### config.mk
export PLATFORM = sky130hd
export DESIGN_NAME = popcount_seq
export DESIGN_NICKNAME = d
export VERILOG_FILES = /design/src/rtl/popcount_seq.sv
export SDC_FILE = /design/constraint.sdc
export NUM_CORES = 1
export LEC_CHECK = 0
export BUFFER_PORTS_ARGS = -buffer_cell sky130_fd_sc_hd__buf_2
export CORE_MARGIN = 5
export CORE_UTILIZATION = 55
export CTS_CLUSTER_DIAMETER = 120
export DETAILED_ROUTE_END_ITERATION = 8
export PLACE_DENSITY_LB_ADDON = 0.08
export SETUP_SLACK_MARGIN = 0.15
export SYNTH_ARGS = -nofsm -noshare
export SYNTH_HDL_FRONTEND = slang
export SYNTH_SLANG_ARGS = --single-unit
### constraint.sdc
create_clock -name i_clk -period 8.8 [get_ports i_clk]
set_clock_uncertainty 0.05 [all_clocks]
set_input_delay 1.76 -clock i_clk [delete_from_list [all_inputs] [get_ports i_clk]]
set_output_delay 1.76 -clock i_clk [all_outputs]
set_load 0.01 [all_outputs]
### src/rtl/popcount_seq.sv
// rtl/popcount_seq.sv - sequential lane-by-lane popcount with saturating accumulator
module popcount_seq #(
    parameter  int DATA_W = 16,
    parameter  int LANE_W = 4,
    parameter  int TOT_W  = 8,
    localparam int NLANES = DATA_W / LANE_W,
    localparam int CNT_W  = $clog2(DATA_W + 1),
    localparam int SEL_W  = $clog2(NLANES)
) (
    input  logic              i_clk,
    input  logic              i_rst,
    input  logic              i_valid,
    output logic              o_ready,
    input  logic [DATA_W-1:0] i_data,
    input  logic              i_lane_mode,
    input  logic [SEL_W-1:0]  i_sel,
    input  logic              i_acc,
    input  logic              i_clr,
    output logic              o_valid,
    input  logic              i_ready,
    output logic [CNT_W-1:0]  o_count,
    output logic [TOT_W-1:0]  o_total
);

    // Wide enough to hold total + count without wrapping before the saturation test
    localparam int SUM_W = ((TOT_W > CNT_W) ? TOT_W : CNT_W) + 1;
    localparam logic [TOT_W-1:0] TOT_MAX  = {TOT_W{1'b1}};
    localparam logic [SEL_W-1:0] LAST_LANE = SEL_W'(NLANES - 1);

    typedef enum logic [1:0] {
        ST_IDLE  = 2'd0,
        ST_COUNT = 2'd1,
        ST_DONE  = 2'd2
    } state_t;

    state_t              state_q, state_d;
    logic [DATA_W-1:0]   data_q, data_d;
    logic                mode_q, mode_d;
    logic                acc_q, acc_d;
    logic [SEL_W-1:0]    lane_q, lane_d;
    logic [CNT_W-1:0]    part_q, part_d;
    logic [CNT_W-1:0]    count_q, count_d;
    logic [TOT_W-1:0]    total_q, total_d;

    logic [LANE_W-1:0]   lanes [NLANES];
    logic [LANE_W-1:0]   lane_bits;
    logic [CNT_W-1:0]    lane_pop;
    logic [CNT_W-1:0]    part_sum;
    logic [SUM_W-1:0]    acc_sum;

    // Split the captured word into lanes so the active one is a plain array lookup
    always_comb begin
        for (int k = 0; k < NLANES; k++) begin
            lanes[k] = data_q[k*LANE_W +: LANE_W];
        end
    end

    // Popcount of the lane currently addressed by the lane index
    always_comb begin
        lane_bits = lanes[lane_q];
        lane_pop  = '0;
        for (int b = 0; b < LANE_W; b++) begin
            lane_pop = lane_pop + CNT_W'(lane_bits[b]);
        end
        part_sum = part_q + lane_pop;
        acc_sum  = SUM_W'(total_q) + SUM_W'(count_q);
    end

    // Next-state logic: capture in IDLE, walk lanes in COUNT, hand off in DONE
    always_comb begin
        state_d = state_q;
        data_d  = data_q;
        mode_d  = mode_q;
        acc_d   = acc_q;
        lane_d  = lane_q;
        part_d  = part_q;
        count_d = count_q;
        total_d = total_q;

        case (state_q)
            ST_IDLE: begin
                if (i_valid) begin
                    data_d  = i_data;
                    mode_d  = i_lane_mode;
                    acc_d   = i_acc;
                    part_d  = '0;
                    lane_d  = i_lane_mode ? i_sel : '0;
                    state_d = ST_COUNT;
                end
            end
            ST_COUNT: begin
                part_d = part_sum;
                if (mode_q || (lane_q == LAST_LANE)) begin
                    count_d = part_sum;
                    state_d = ST_DONE;
                end else begin
                    lane_d = lane_q + 1'b1;
                end
            end
            ST_DONE: begin
                if (i_ready) begin
                    state_d = ST_IDLE;
                    if (acc_q) begin
                        total_d = (acc_sum > SUM_W'(TOT_MAX)) ? TOT_MAX : TOT_W'(acc_sum);
                    end
                end
            end
            default: begin
                state_d = ST_IDLE;
            end
        endcase

        // Clear overrides any accumulation landing on the same edge
        if (i_clr) begin
            total_d = '0;
        end
    end

    // State and datapath registers; reset aborts any operation in flight
    always_ff @(posedge i_clk or negedge i_rst) begin
        if (!i_rst) begin
            state_q <= ST_IDLE;
            data_q  <= '0;
            mode_q  <= 1'b0;
            acc_q   <= 1'b0;
            lane_q  <= '0;
            part_q  <= '0;
            count_q <= '0;
            total_q <= '0;
        end else begin
            state_q <= state_d;
            data_q  <= data_d;
            mode_q  <= mode_d;
            acc_q   <= acc_d;
            lane_q  <= lane_d;
            part_q  <= part_d;
            count_q <= count_d;
            total_q <= total_d;
        end
    end

    assign o_ready = (state_q == ST_IDLE);
    assign o_valid = (state_q == ST_DONE);
    assign o_count = count_q;
    assign o_total = total_q;

endmodule

# Word level (Yosys, flattened, before mapping)
# Cells that the tools add are included.
[op_classes] add_sub_neg=6 muxes=18 n_eq_ne=7 bitwise_logic=1 magnitude_cmp=2 reduce_logical=12
[ops] cell="8-bit two-way mux" n=5
[ops] cell="2-bit two-way mux" n=6
[ops] cell="5-bit one-hot mux with 2 select lines" n=1
[ops] cell="8-bit by 5-bit adder with 9-bit output" n=1
[ops] cell="9-bit by 8-bit > comparator with 1-bit output, second input constant" n=1
[ops] cell="3-bit AND reduction" n=3
[ops] cell="4-bit binary-select mux with 2-bit select" n=1
[ops] cell="4-bit two-way mux" n=2
[ops] cell="2-bit nonzero test" n=4
[ops] cell="2-bit inequality test, second input constant" n=3
[ops] cell="2-bit one-hot mux with 3 select lines" n=1
[ops] cell="2-bit AND reduction" n=3
[ops] cell="5-bit by 4-bit adder with 5-bit output" n=1
[ops] cell="5-bit two-way mux" n=1
[ops] cell="3-bit by 1-bit adder with 4-bit output" n=1
[ops] cell="2-bit == test, second input constant" n=2
[ops] cell="2-bit one-hot mux with 2 select lines" n=1
[ops] cell="2-bit by 1-bit adder with 3-bit output" n=1
[ops] cell="3-bit >= comparator, second input constant" n=1
[ops] cell="2-bit inverter with 3-bit output" n=1
[ops] cell="1-bit by 1-bit adder with 2-bit output" n=1
[ops] cell="2-bit by 1-bit adder with 2-bit output, second input constant" n=1
[ops] cell="2-bit by 1-bit == test with 1-bit output, second input constant" n=1
[ops] cell="2-bit logical NOT" n=1
[ops] cell="2 further kinds" n=2
[word_totals] out_inout_bits=15 register_bits=40 input_bits=25 elab_cells=54

# Logic depth before layout (Yosys ltp)
[logic_depth] ltp_word=9 ltp_mapped=10

# Worst setup path before layout
# No wires, ideal clock.
[synth_path] kind="register to register" startpoint="register lane_q[0]" endpoint="register part_q[4]" stages_incl_launch_ff=11 slack_ps=5908 arrival_time_ps=2714 path_buffers=1 setup_time_ps=127 cell_sequence="dfrtp_1 clkbuf_1 mux4_2 inv_1 fa_1 inv_1 fa_1 fa_1 nand3_1 xor2_1 o22ai_1"
[synth_between] elab_chain_len=9
[synth_lines] element="start: declaration" line="40" text="logic [SEL_W-1:0] lane_q, lane_d;"
[synth_lines] element="start signal: assignment" line="135" text="lane_q <= lane_d;"
[synth_lines] element="2-bit inverter with 3-bit output (not written as such) *" line="60" text="lane_bits = lanes[lane_q];"
[synth_lines] element="4-bit binary-select mux with 2-bit select *" line="60"
[synth_lines] element="4-bit two-way mux (not written as such) * (2 in a row)" line="60"
[synth_lines] element="1-bit by 1-bit adder with 2-bit output" line="63" text="lane_pop = lane_pop + CNT_W'(lane_bits[b]);"
[synth_lines] element="2-bit by 1-bit adder with 3-bit output" line="63"
[synth_lines] element="3-bit by 1-bit adder with 4-bit output *" line="63"
[synth_lines] element="5-bit by 4-bit adder with 5-bit output *" line="65" text="part_sum = part_q + lane_pop;"
[synth_lines] element="5-bit one-hot mux with 2 select lines *" line="80" text="case (state_q)"
[synth_lines] element="end signal: assignment" line="136" text="part_q <= part_d;"
[synth_lines] element="end: declaration" line="41" text="logic [CNT_W-1:0] part_q, part_d;"
# Mark *: on every way between the ends. The rest lies on a longest branch, timed or not. The select of a mux whose other input is x is not followed.
# A chain may end at the register's enable or synchronous reset.

# Worst setup path in the final report
[layout_path] startpoint="register state_q[1]" endpoint="output o_valid"
[layout_between] elab_chain_len=1
[layout_lines] element="start: declaration" line="36" text="state_t state_q, state_d;"
[layout_lines] element="start signal: assignment" line="131" text="state_q <= state_d;"
[layout_lines] element="2-bit == test" line="143" text="assign o_valid = (state_q == ST_DONE);"
[layout_lines] element="end: declaration" line="19" text="output logic o_valid,"
# No other way between the ends.

==> out/results.txt <==
status: finished, final reports clean
first-pass GRT wire length: 7.652 mm
vias in the first global route: 1632
Die X: 73.56 um
Final Hold Fails: 0
asr flop ratio synth: 1.000
design area: 2527 sq um
number of synthesized flops with an enable pin: 0
drt first pass iters: 4
Worst Max-Slew Pin Slew: 889.1 ps
Root Driver: clkbuf_8
largest net degree at the start of global routing: 41
CP required: 6990 ps
Worst Min Path Start: data_q[13]$_DFFE_PN0P_
gr usage total: 0.1827
CTS tree: yes
Vias per Instance: 5.588
final setup violation count: 0
f_max: 337.3 MHz
maxcap violations: 0
DRC: 0
ys flop type: dfrtp_1
CP max stage delay: 510 ps
leak pwr: 1.207 nW
die area: 5411 sq um
final setup TNS: 0 ps
Slew headroom: 0.4073
Max VDD drop: 0.0001840 V
PostCTS Resize Cnt: 0
Area Overhead vs Synth: 13.74%
CTS sink cnt: 40
via count: 1548
ANT cells: 0
Fillers: 329
GRT overflow: 0
remaining antenna violation count: 0
routability-driven placement congestion ratio: 0.9286
Synth area leaders: dfrtp_1 45%, mux2_4 10%, mux4_2 4.1%
layout cells sized above 1: 0.3348
cell count after synthesis: 185
H-tree levels: 2
hold crit path type: flop to flop
Worst-Skew Late Latency: 290 ps
yosys warns: 0
Syn Std Cell Area: 2222 sq um
CTS Hold Bufs: 0
Clock Path Buffers: 2
placed cell area: 2437 sq um
core area: 3971 sq um
fin crit share: 0.3369
Critical Path Start Type: flop
Starting DRT DRC Count: 49
Synth top area share: 0.4505
port bufs: 39
WL final: 4.429 mm
Setup Buffers After CTS: 0
Slew Viols, Final: 0
row count: 23
Initial Utilization: 0.5595
Avg Inst Size Synth: 12.01 sq um
r2r worst-path depth: 9
Clk pin slew, worst setup/hold paths: 80 ps
P per Cell Area: 348.5 nW/um^2
unique cell type count in the Yosys netlist: 48
RSZ-0062 raised after global routing: false
sequential area share after synthesis: 0.4505
worst r2r src: lane_q[0]$_DFFE_PN0P_
Yosys reg bits: 40
final net count: 262
Syn Nets: 221
Final Critical Period: 2965 ps
CP Max Fanout: 7
Yosys top cell by area: dfrtp_1
most frequent cells in the layout: 40 x dfrtp_1, 39 x buf_2, 15 x mux2_4
CP max stage cell: dfrtp_1
Hold Path Cell Cnt: 1
most common cell after layout, fill and taps aside: dfrtp_1
CTS Buf Count: 5
WL per Instance: 15.99 um
Setup CP Type: flop to primary output
Hold Crit Endpoint: data_q[13]$_DFFE_PN0P_
worst endpoint data arrival time: 1150 ps
die height: 73.56 um
Setup crit end kind: primary output
reg2reg end: part_q[4]$_DFFE_PN0P_
DP HPWL: 3.446 mm
initial antenna violation count: 0
cells along the critical path: nor2b_1 -> buf_2
R2R Setup Slk: 5870 ps
I/O pin count: 40
## synth_stat cells, types with 2 or more instances
master	count
o21ai_0	2
mux2_4	15
o211ai_1	2
inv_1	12
xnor2_1	2
a21oi_1	9
buf_6	3
mux2i_1	4
mux2_1	4
o21ai_1	7
xor2_1	2
nor2_1	12
nand3_1	6
a21o_1	2
nand2_1	12
nand2b_1	4
a31oi_1	2
o2111ai_1	2
o22ai_1	2
nor2b_1	2
mux4_2	4
ha_1	7
fa_1	4
dfrtp_1	40
## power breakdown
group	internal (mW)	switching [mW]	total (mW)	leakage (nW)
registers	0.258	0.0650	0.323	0.497
clock network	0.0639	0.0603	0.124	0.0455
logic	0.226	0.207	0.434	0.664
total	0.548	0.333	0.881	1.21
## flip-flops by register name, summed over array words and instances, names as in the netlist
name / count
part_q: 5
o_total: 8
o_count: 5
mode_q: 1
data_q: 16
acc_q: 1
state_q: 2
lane_q: 2
## routing by layer
metal,vias to the layer above,GRT usage,routed length [um]
met3,5,0.04788,261
met5,-,0,0
met1,756,0.2369,1840
met4,0,0.04829,47
met2,44,0.3031,2279
li1,743,-,-
## worst max-delay path, delay by kind of cell (launching register included)
kind                   cells  cell delay (ps)
buffers and inverters      1              150
DFF                        1              510
and+or+nand+nor            1              200
## cell type report
cell class,count,area [sq um],area share
multi-input cells,128,1134,0.4485
flip-flops and latches,40,1001,0.3960
repair buffers,39,195.2,0.07723
clock buffers,8,90.09,0.03564
well taps,50,62.56,0.02475
inverters,12,45.04,0.01782
## how the worst max path moves through the flow
stage,from,endpoint,slack [ps],cells after the start
after floorplan,lane_q[0]$_DFFE_PN0P_,part_q[4]$_DFFE_PN0P_,5910,10
after global placement,lane_q[0]$_DFFE_PN0P_,part_q[4]$_DFFE_PN0P_,5910,9
after detailed placement,lane_q[0]$_DFFE_PN0P_,part_q[4]$_DFFE_PN0P_,5840,9
after CTS,state_q[1]$_DFFE_PN0P_,o_valid,5830,2
after global routing,lane_q[0]$_DFFE_PN0P_,part_q[4]$_DFFE_PN0P_,5660,9
final,state_q[1]$_DFFE_PN0P_,o_valid,5840,2
## cells by family after synthesis
group / Yosys count / synth area share
AO/OA/AOI/OAI: 35 / 0.1092
multiplexers: 27 / 0.1802
XOR/XNOR: 4 / 0.01577
adder cells (fa/ha/maj): 11 / 0.07545
AND/OR/NAND/NOR: 51 / 0.1295
flip-flops: 40 / 0.4505
buffers and inverters: 17 / 0.03941
## metrics by stage
stage          hold WS, ps  total power, mW  utilization  worst slack, ps  std cells
2_1_floorplan        402.4           0.6602            -             5908        185
3_3_place_gp         421.8           0.7465       0.6137             5911        269
3_5_place_dp         445.8           0.7701       0.6137             5839        269
4_1_cts              463.3           0.8956       0.6364             5834        277
5_1_grt              484.1           0.9597       0.6364             5660        277
6_report             457.0           0.8808       0.6364             5835        277
(Power assumes the default switching activity.)
